===== config.mk =====
export PLATFORM = sky130hd
export DESIGN_NAME = pipeline_ctrl
export DESIGN_NICKNAME = d
export VERILOG_FILES = /design/src/rtl/pipeline_ctrl.sv
export SDC_FILE = /design/constraint.sdc
export NUM_CORES = 1
export LEC_CHECK = 0
export ABC_AREA = 1
export BUFFER_PORTS_ARGS = -buffer_cell sky130_fd_sc_hd__buf_2
export CORE_MARGIN = 2
export CORE_UTILIZATION = 43
export CTS_CLUSTER_SIZE = 30
export DETAILED_ROUTE_END_ITERATION = 16
export PLACE_DENSITY_LB_ADDON = 0.25
export SYNTH_ARGS = -nofsm -noshare
export SYNTH_HDL_FRONTEND = slang
export SYNTH_SLANG_ARGS = --single-unit

===== constraint.sdc =====
create_clock -name CLK -period 3.7 [get_ports CLK]
set_input_delay 0.185 -clock CLK [delete_from_list [all_inputs] [get_ports CLK]]
set_output_delay 0.185 -clock CLK [all_outputs]
set_load 0.005 [all_outputs]

===== src/rtl/pipeline_ctrl.sv =====
// pipeline_ctrl: hazard and sequencing controller for the five-stage pipeline.
// Strobes are combinational from state and inputs. State, halt flag and
// performance counters are registered.
module pipeline_ctrl (
    input  logic        CLK,
    input  logic        RST,
    input  logic        ihit,
    input  logic        dhit,
    input  logic        mem_req,
    input  logic [4:0]  fd_rs,
    input  logic [4:0]  fd_rt,
    input  logic        de_dREN,
    input  logic [4:0]  de_wsel,
    input  logic        br_taken,
    input  logic        halt_in,
    output logic        pc_en,
    output logic        fd_en,
    output logic        de_en,
    output logic        em_en,
    output logic        mw_en,
    output logic        fd_flush,
    output logic        de_flush,
    output logic        em_flush,
    output logic        halted,
    output logic [15:0] stall_cnt,
    output logic [15:0] flush_cnt
);

    localparam int unsigned CNT_W   = 16;
    localparam logic [CNT_W-1:0] CNT_MAX = {CNT_W{1'b1}};

    typedef enum logic [1:0] {
        S_RUN   = 2'd0,
        S_DWAIT = 2'd1,
        S_HALT  = 2'd2
    } state_t;

    state_t             state_q, state_d;
    logic               halted_q, halted_d;
    logic [CNT_W-1:0]   stall_cnt_q, stall_cnt_d;
    logic [CNT_W-1:0]   flush_cnt_q, flush_cnt_d;
    logic               load_use_c;
    logic               flush_evt_c;

    // Load-use hazard: load in ID/EX writes a non-zero register read by IF/ID.
    assign load_use_c = de_dREN && (de_wsel != 5'd0) &&
                        ((de_wsel == fd_rs) || (de_wsel == fd_rt));

    // Priority-ordered strobe generation and next-state/counter computation.
    always_comb begin
        state_d     = state_q;
        halted_d    = halted_q;
        stall_cnt_d = stall_cnt_q;
        flush_cnt_d = flush_cnt_q;
        flush_evt_c = 1'b0;
        pc_en       = 1'b0;
        fd_en       = 1'b0;
        de_en       = 1'b0;
        em_en       = 1'b0;
        mw_en       = 1'b0;
        fd_flush    = 1'b0;
        de_flush    = 1'b0;
        em_flush    = 1'b0;

        if (state_q == S_HALT) begin
            state_d  = S_HALT;
            halted_d = 1'b1;
        end else if (halt_in) begin
            mw_en    = 1'b1;
            state_d  = S_HALT;
            halted_d = 1'b1;
        end else if (mem_req && !dhit) begin
            state_d = S_DWAIT;
        end else begin
            state_d = S_RUN;
            fd_en   = 1'b1;
            de_en   = 1'b1;
            em_en   = 1'b1;
            mw_en   = 1'b1;
            if (br_taken) begin
                pc_en       = 1'b1;
                fd_flush    = 1'b1;
                de_flush    = 1'b1;
                em_flush    = 1'b1;
                flush_evt_c = 1'b1;
            end else if (load_use_c) begin
                fd_en    = 1'b0;
                de_flush = 1'b1;
            end else if (!ihit) begin
                fd_flush = 1'b1;
            end else begin
                pc_en = 1'b1;
            end
        end

        if ((state_q != S_HALT) && !pc_en && (stall_cnt_q != CNT_MAX))
            stall_cnt_d = stall_cnt_q + CNT_W'(1);
        if (flush_evt_c && (flush_cnt_q != CNT_MAX))
            flush_cnt_d = flush_cnt_q + CNT_W'(1);
    end

    // State, sticky halt and saturating counters.
    always_ff @(posedge CLK or posedge RST) begin
        if (RST) begin
            state_q     <= S_RUN;
            halted_q    <= 1'b0;
            stall_cnt_q <= '0;
            flush_cnt_q <= '0;
        end else begin
            state_q     <= state_d;
            halted_q    <= halted_d;
            stall_cnt_q <= stall_cnt_d;
            flush_cnt_q <= flush_cnt_d;
        end
    end

    assign halted    = halted_q;
    assign stall_cnt = stall_cnt_q;
    assign flush_cnt = flush_cnt_q;

endmodule

-- Yosys cells after proc, flatten, opt, wreduce, memory -nomap -nowiden
Cells that the tools add are included.
- register bits after elaboration: 35
- latch bits: 0
- RAM bits: 0
- memory bits (read-only): 0
- input port bits: 23
- output and inout bits: 41
- logic and storage cells: 59
- memories kept: 0
- $add $sub $neg: 2
- multipliers: 0
- div/mod/pow operators: 0
- $lt $le $gt $ge: 0
- equal/unequal tests: 6
- shifts and indexed selects: 0
- mux-type cells: 36
- bitwise logic cells: 0
- reduce and logical (&&, ||, !) cells: 11
- operators with widths (operator ; count):
    2-to-1 mux 1 bit ; 34
    adder 16 x 1 -> 16 bit (second input constant) ; 2
    != test 16 bit (second input constant) ; 2
    equality test 5 bit ; 2
    logical AND 1 bit ; 6
    nonzero test 5 bit ; 1
    2-to-1 mux 2 bit ; 2
    equality test 2 bit (second input constant) ; 1
    logical NOT 1 bit ; 2
    != test 2 bit (second input constant) ; 1
    nonzero test 2 bit ; 1
    logical OR 1 bit ; 1

-- Depth between registers and ports, before layout
Gate-level depths: netlist (run 1).
- depth in word-level cells: 11
- gate-level depth with buffers: 12
- mapped depth without buffers: 11

-- Worst setup path after synthesis (run 1)
Ideal clock, no wire load.
- kind: flip-flop to flip-flop
- start point: register stall_cnt_q[0] (netlist: stall_cnt[0])
- end point: register stall_cnt_q[14] (netlist: stall_cnt[14])
- library setup time: 0.118 ns
- arrival time: 1.422 ns
- data required time: 3.582 ns
- slack: 2.160 ns
- stages on the path, launching flop included: 8
- path buffers: 1
- cell sequence: dfrtp_1 -> ha_1 -> nand3_1 -> nor2_4 -> nand4_4 -> buf_2 -> nand4_1 -> nand2_1
- word-level cells in the longest chain between the ends: 2
- ends and longest elaborated chain (element ; RTL line ; text):
    start: declaration ; 40 ; logic [CNT_W-1:0] stall_cnt_q, stall_cnt_d;
    start signal: assignment ; 112 ; stall_cnt_q <= stall_cnt_d;
    branches (longest 2 deep; another with adder 16 x 1 -> 16 bit) ; -- ;
Parallel ways; which one is timed is not known.
A chain may end at the register's enable or synchronous reset.

-- Worst setup path in the final report (run 1)
- start point: register state_q[0]
- end point: output mw_en
- word-level cells in the longest chain between the ends: 2
- ends and longest elaborated chain (element ; RTL line ; text):
    start: declaration ; 38 ; state_t state_q, state_d;
    start signal: assignment ; 110 ; state_q <= state_d;
    equality test 2 bit ; 65 ; if (state_q == S_HALT) begin
    2-to-1 mux 1 bit ; 65 ;
    end: declaration ; 20 ; output logic mw_en,
No other way between the ends.

==> summary.txt, run 1 <==
Worst setup path
  • Crit Path Category: flip-flop to output port
  • Crit path launch type: flip-flop
  • Critical path endpoint category: output port
  • FF-to-FF path depth: 8
  • Arr. time, crit path: between 1500 and 2000 ps
  • WP data required: 3510 ps
  • Crit-path max FO: 19

Global route
  • Initial antenna violation count: 0
  • All-Layer GR Usage: 18.2%
  • Total global routing overflow: 0
  • Vias in the first global route: about 2000
  • Pin count of the biggest net entering global routing: 36
  • First-pass GRT wire length: about 8900 um

Clock tree
  • Reg clk slew, reported paths: 70 ps
  • Number of buffers created by CTS: 5
  • Post-CTS sizing: 0
  • CTS tree: done
  • Hold_buf cts: 1
  • Worst-Skew Late Latency: ~290 ps
  • Clock sinks: 35
  • Clock Tree Buf Depth: 2
  • Root Buffer: clkbuf_8
  • H-tree depth: 2
  • Postcts setup bufs: 0

Route
  • Wirelength, routed: 5130 um
  • Drt wl/cell: 11.8 um
  • Post-route DRC: 0
  • DR pass1 iterations: 4
  • Via count: 2129
  • Antenna-violating nets left: 0
  • Avg Vias per Cell: 4.89
  • DRT iter0 DRCs: 87

Floorplan
  • Row cnt: 26
  • Initial Utilization: 44.0%
  • CORE AREA: 5070 sq um
  • Height of the die: 76.1 um
  • I/O Pins: 64
  • Die area: 5790 sq um
  • Die X: 76.1 um

Cells and area
  • Reg area: 876 sq um
  • Fill count: 538
  • Ant. Diodes: 0
  • Layout cells sized above 1: 23.0%
  • Post-route cell area: 2690 sq um
  • Fin nets: a little under 400
  • Area of the multi-input gates: approximately 1200 sq um
  • Layout area overhead: 20.4%

Logic synthesis
  • Mapped Nets: 323
  • Post-Syn Area: 2230 sq um
  • #FFs+latches synth: 35
  • Library cells used by synthesis: 29
  • Yosys warnings: 0
  • Post-synthesis sequential area ratio: 39.2%
  • Average size of a mapped cell: 7.50 sq um
  • Mapped Cells: a little under 300

Timing
  • Setup ws final: 1730 ps
  • Final setup violating endpoints: 0
  • Tmin final: 1970 ps
  • Tcrit/Tclk final: 53.3%
  • Setup TNS: 0 ps
  • RSZ-0062 raised after global routing: false
  • Max Clk Rate: 507 MHz
  • Final Skew: approximately 8.8 ps
  • Max Slew Vio Count: 0
  • Slew HR: 63.2%
  • Worst-Margin Slew: roughly 550 ps
  • Hold Violations, Final: 0

Job
  • Max-cap violations: 0

Hold path
  • Hold Path Class: input port to flip-flop
  • Hold Path Cell Cnt: 3

Placement
  • Routability Congestion: 0.839
  • Placed instance area: between 2000 and 3000 sq um
  • I/O Buffers: 63
  • Hpwl dp: 3780 um
  • Dpl ws: 1870 ps

Pwr
  • Leakage: 0.00151 uW
  • Pwr/cell area: roughly 290 nW/um^2
  • Peak VDD IR: between 0.0001 and 0.00015 V

Status
  • Status: completed
critical path: stages (launching register included):
cell	delay [ps]
dfrtp_1	360
nor2_1	220
clkinv_1	510
o21ai_0	240
inv_1	50
buf_2	120
cells in the final DEF, fill, tap and decap left out:
| master | count |
|---|---|
| clkinv_2 | 1 |
| dlygate4sd3_1 | 1 |
| buf_2 | 63 |
| nor2_4 | 1 |
| nor2_1 | 26 |
| nand3_4 | 1 |
| inv_2 | 3 |
| nor3_2 | 2 |
| or2_2 | 1 |
| xnor2_1 | 13 |
| ha_1 | 2 |
| a21oi_1 | 2 |
| nand4_1 | 23 |
| nand2_4 | 1 |
| nand3b_1 | 1 |
| buf_4 | 1 |
| o21ai_0 | 5 |
| nand4_4 | 1 |
| clkinv_1 | 1 |
| nor2_2 | 2 |
| clkbuf_1 | 2 |
| nor3_1 | 8 |
| clkbuf_8 | 5 |
| nand2_1 | 97 |
| nand3_2 | 1 |
| nand2_2 | 1 |
| inv_1 | 31 |
| nand3_1 | 14 |
| xor2_1 | 17 |
| dfrtp_1 | 35 |
| nor4_1 | 3 |
kinds of logic (layout without fill, tap and decap cells):
family / Yosys count / count (layout) / share of synthesized area [%]
AO/OA/AOI/OAI: 7 / 7 / 1.57
XOR/XNOR: 30 / 30 / 11.8
adder cells (fa/ha/maj): 2 / 2 / 1.12
buffers and inverters: 41 / 108 / 7.95
flip-flops: 35 / 35 / 39.2
AND/OR/NAND/NOR: 183 / 183 / 38.4
cell type report:
cell class	count	share of cell area [%]
Clock buffer	7	2.84
Clock inverter	1	0.186
Inverter	35	4.88
Multi-Input combinational cell	222	43.9
Sequential cell	35	32.6
Tap cell	70	3.26
Timing Repair Buffer	65	12.4
registers in the layout, summed over array words and instances (netlist names):
signal     cells
flush_cnt     16
stall_cnt     16
state_q        2
halted         1
where the power goes:
part | internal [uW] | switching (uW) | total [uW] | leakage, uW
Combinational | 38.3 | 53.2 | 91.5 | 0.00101
Clock | 132 | 135 | 267 | 0.0000422
Sequential | 394 | 15.3 | 410 | 0.000464
synth_stat cells:
cell      count  area share, %
a21oi_1       2           0.45
buf_2         1           0.22
buf_4         2           0.67
buf_6         2            1.0
clkbuf_1      1           0.17
clkinv_1      1           0.17
dfrtp_1      35             39
ha_1          2            1.1
inv_1        31            5.2
inv_2         3           0.50
nand2_1      97             16
nand2_2       1           0.28
nand2_4       1           0.50
nand3_1      14            3.1
nand3_2       1           0.45
nand3_4       1           0.78
nand3b_1      1           0.34
nand4_1      23            6.4
nand4_4       1           0.95
nor2_1       26            4.4
nor2_2        2           0.56
nor2_4        1           0.50
nor3_1        8            1.8
nor3_2        2           0.90
nor4_1        3           0.84
o21ai_0       5            1.1
or2_2         1           0.28
xnor2_1      13            5.1
xor2_1       17            6.7
metal layers:
metal | vias up | GRT usage (%) | routed length (um)
met2 | 55 | 29.2 | 2440
met5 | - | 0 | 0
met1 | 982 | 24.5 | 2410
li1 | 1085 | - | -
met4 | 0 | 6.18 | 51
met3 | 7 | 4.15 | 229
per-stage QoR:
stage,power [uW],cells,hold slack (ps),utilization [%]
after floorplan,469,298,307,-
after global placement,506,426,309,51.2
after detailed placement,508,426,314,51.2
after CTS,780,435,166,53.0
after global routing,815,435,193,53.0
final,768,435,173,53.0
final timing paths:
check	start	endpoint	slack, ps
min reg2reg	halted	halted	470
max	state_q[0]	mw_en	1730
min in group asynchronous	RST	halted	530
max in group asynchronous	RST	stall_cnt[7]	2840
min	halt_in	state_q[1]	170
max reg2reg	flush_cnt[0]	flush_cnt[2]	1830
Power figures use the tool's default switching activity.
==> inputs of run 2 (changes only) <==
==> constraint.sdc (replaced) <==
create_clock -name CLK -period 1.9 [get_ports CLK]
set_input_delay 0.095 -clock CLK [delete_from_list [all_inputs] [get_ports CLK]]
set_output_delay 0.095 -clock CLK [all_outputs]
set_load 0.005 [all_outputs]
==> run 2 against run 1 <==
  * Clock-buffer cell count up 1
  * Register-to-register slack worse by 1700 ps
  * Cell area up 4.1%
  * Clock power up 120%
  * Critical path depth up 3
==> summary.txt, run 2 (same netlist as run 1, synthesis figures left out) <==
Route
  • Drt wl/cell: around 12 um
  • DR pass1 iterations: 5
  • DRT iter0 DRCs: approximately 110
  • Antenna-violating nets left: 0
  • Wirelength, routed: 5250 um
  • Via count: 2212
  • Post-route DRC: 0
  • Avg Vias per Cell: 4.96

Timing
  • RSZ-0062 raised after global routing: false
  • Final Skew: 9.89 ps
  • Max Slew Vio Count: 0
  • Tmin final: around 1800 ps
  • Worst-Margin Slew: approximately 450 ps
  • Tcrit/Tclk final: roughly 93%
  • Setup TNS: 0 ps
  • Final setup violating endpoints: 0
  • Max Clk Rate: 565 MHz
  • Slew HR: 70.0%
  • Hold Violations, Final: 0

Global route
  • Pin count of the biggest net entering global routing: 36
  • First-pass GRT wire length: 8970 um
  • Vias in the first global route: approximately 2100
  • Total global routing overflow: 0
  • Initial antenna violation count: 0
  • All-Layer GR Usage: between 10% and 20%

Clock tree
  • H-tree depth: 2
  • Worst-Skew Late Latency: 290 ps
  • Root Buffer: clkbuf_8
  • Reg clk slew, reported paths: 70 ps
  • CTS tree: done
  • Number of buffers created by CTS: 5
  • Clock Tree Buf Depth: 2
  • Clock sinks: 35

Cells and area
  • Fill count: 488
  • Commonest non-fill, non-tap cell in the layout: nand2_1
  • Commonest non-fill, non-tap cells in the layout: 97 x nand2_1, 63 x buf_2, 35 x dfrtp_1
  • Layout cells sized above 1: 25.8%
  • Layout area overhead: 25.4%
  • Final Util: 55.2%
  • Ant. Diodes: 0
  • Fin nets: 400

Pwr
  • Peak VDD IR: 0.000340 V
  • Total Power: 1570 uW
  • Leakage: 0.00157 uW
  • Pwr/cell area: 562 nW/um^2

Worst setup path
  • R2r endpoint: flush_cnt[8]
  • Arr. time, crit path: 1930 ps
  • FF-to-FF path depth: 8
  • R2R setup slack: around 130 ps
  • Critical path startpoint: flush_cnt[0]
  • Worst path max stage delay: between 400 and 500 ps
  • Crit path launch type: flip-flop
  • Crit Path Category: flip-flop to flip-flop
  • Critical path endpoint category: flip-flop
  • Reg2reg start: flush_cnt[0]
  • Critical path endpoint: flush_cnt[8]
  • CP max-delay cell: dfrtp_1
  • CP cell instances: ha_1, nand3_1, nor3_2, nand3b_1, nand2_4, nor2_1, nand2_1, xnor2_1
  • WP data required: ~2100 ps
  • Crit-path max FO: 12

Placement
  • Routability Congestion: 0.841
  • I/O Buffers: 63
  • Hpwl dp: a little under 4000 um

Floorplan
  • CORE AREA: between 5000 and 6000 sq um
  • Die area: 5790 sq um
  • Die X: 76.1 um
  • Height of the die: 76.1 um
  • Row cnt: 26
  • Initial Utilization: 44.0%
  • I/O Pins: 64

Hold path
  • Hold Path Class: input port to flip-flop
  • Hold Path Cell Cnt: 3

Status
  • Status: completed

Job
  • Max-cap violations: 0
run 2: cell type report:
class	instances	area, sq um	share of cell area, %
multi-input cells	222	1190	42.5
repair buffers	76	415	14.8
inverters	35	131	4.69
flip-flops and latches	35	876	31.3
clock buffers	8	100	3.57
well taps	70	87.6	3.13
run 2: worst max-delay path: cells and delay by family, from the launching register on:
kind / cells / cell delay (ps)
XOR/XNOR: 1 / 130
adder cells (fa/ha/maj): 1 / 250
flip-flops: 1 / 430
AND/OR/NAND/NOR: 6 / 840
run 2: report_power, final:
group          internal, uW  switching, uW  total, uW
registers               768           29.9        798
logic                  75.4            106        181
clock network           331            265        596
run 2: metal layers:
metal | GRT usage (%) | wire, um | vias to the layer above
li1 | - | - | 1104
met4 | 8.00 | 118 | 0
met5 | 0 | 0 | -
met2 | 31.6 | 2560 | 73
met1 | 22.8 | 2280 | 1023
met3 | 4.50 | 288 | 12
run 2: worst min path at each step:
| stage | from | endpoint | slack [ps] |
|---|---|---|---|
| 2_1_floorplan | halt_in | state_q[1] | 220 |
| 3_3_place_gp | RST | halted | 230 |
| 3_5_place_dp | RST | halted | 230 |
| 4_1_cts | halt_in | state_q[1] | 70 |
| 5_1_grt | halt_in | state_q[1] | 90 |
| 6_report | halt_in | state_q[1] | 90 |
run 2: per-stage QoR:
step	setup slack, ps	hold WS, ps	instance area (sq um)	instances
after detailed placement	63.0	230	2640	431
after CTS	51.5	70.9	2750	440
after global routing	21.5	85.3	2800	446
after global placement	191	226	2640	431
final	130	86.3	2800	446
after floorplan	360	217	2230	298
run 2: timing repair:
item | in CTS | in global routing
gates resized for setup | 0 | 2
endpoints found under the setup margin | 0 | 11
endpoints found under the hold margin | 35 | 0
setup buffers | 0 | 6
hold buffers | 1 | 0
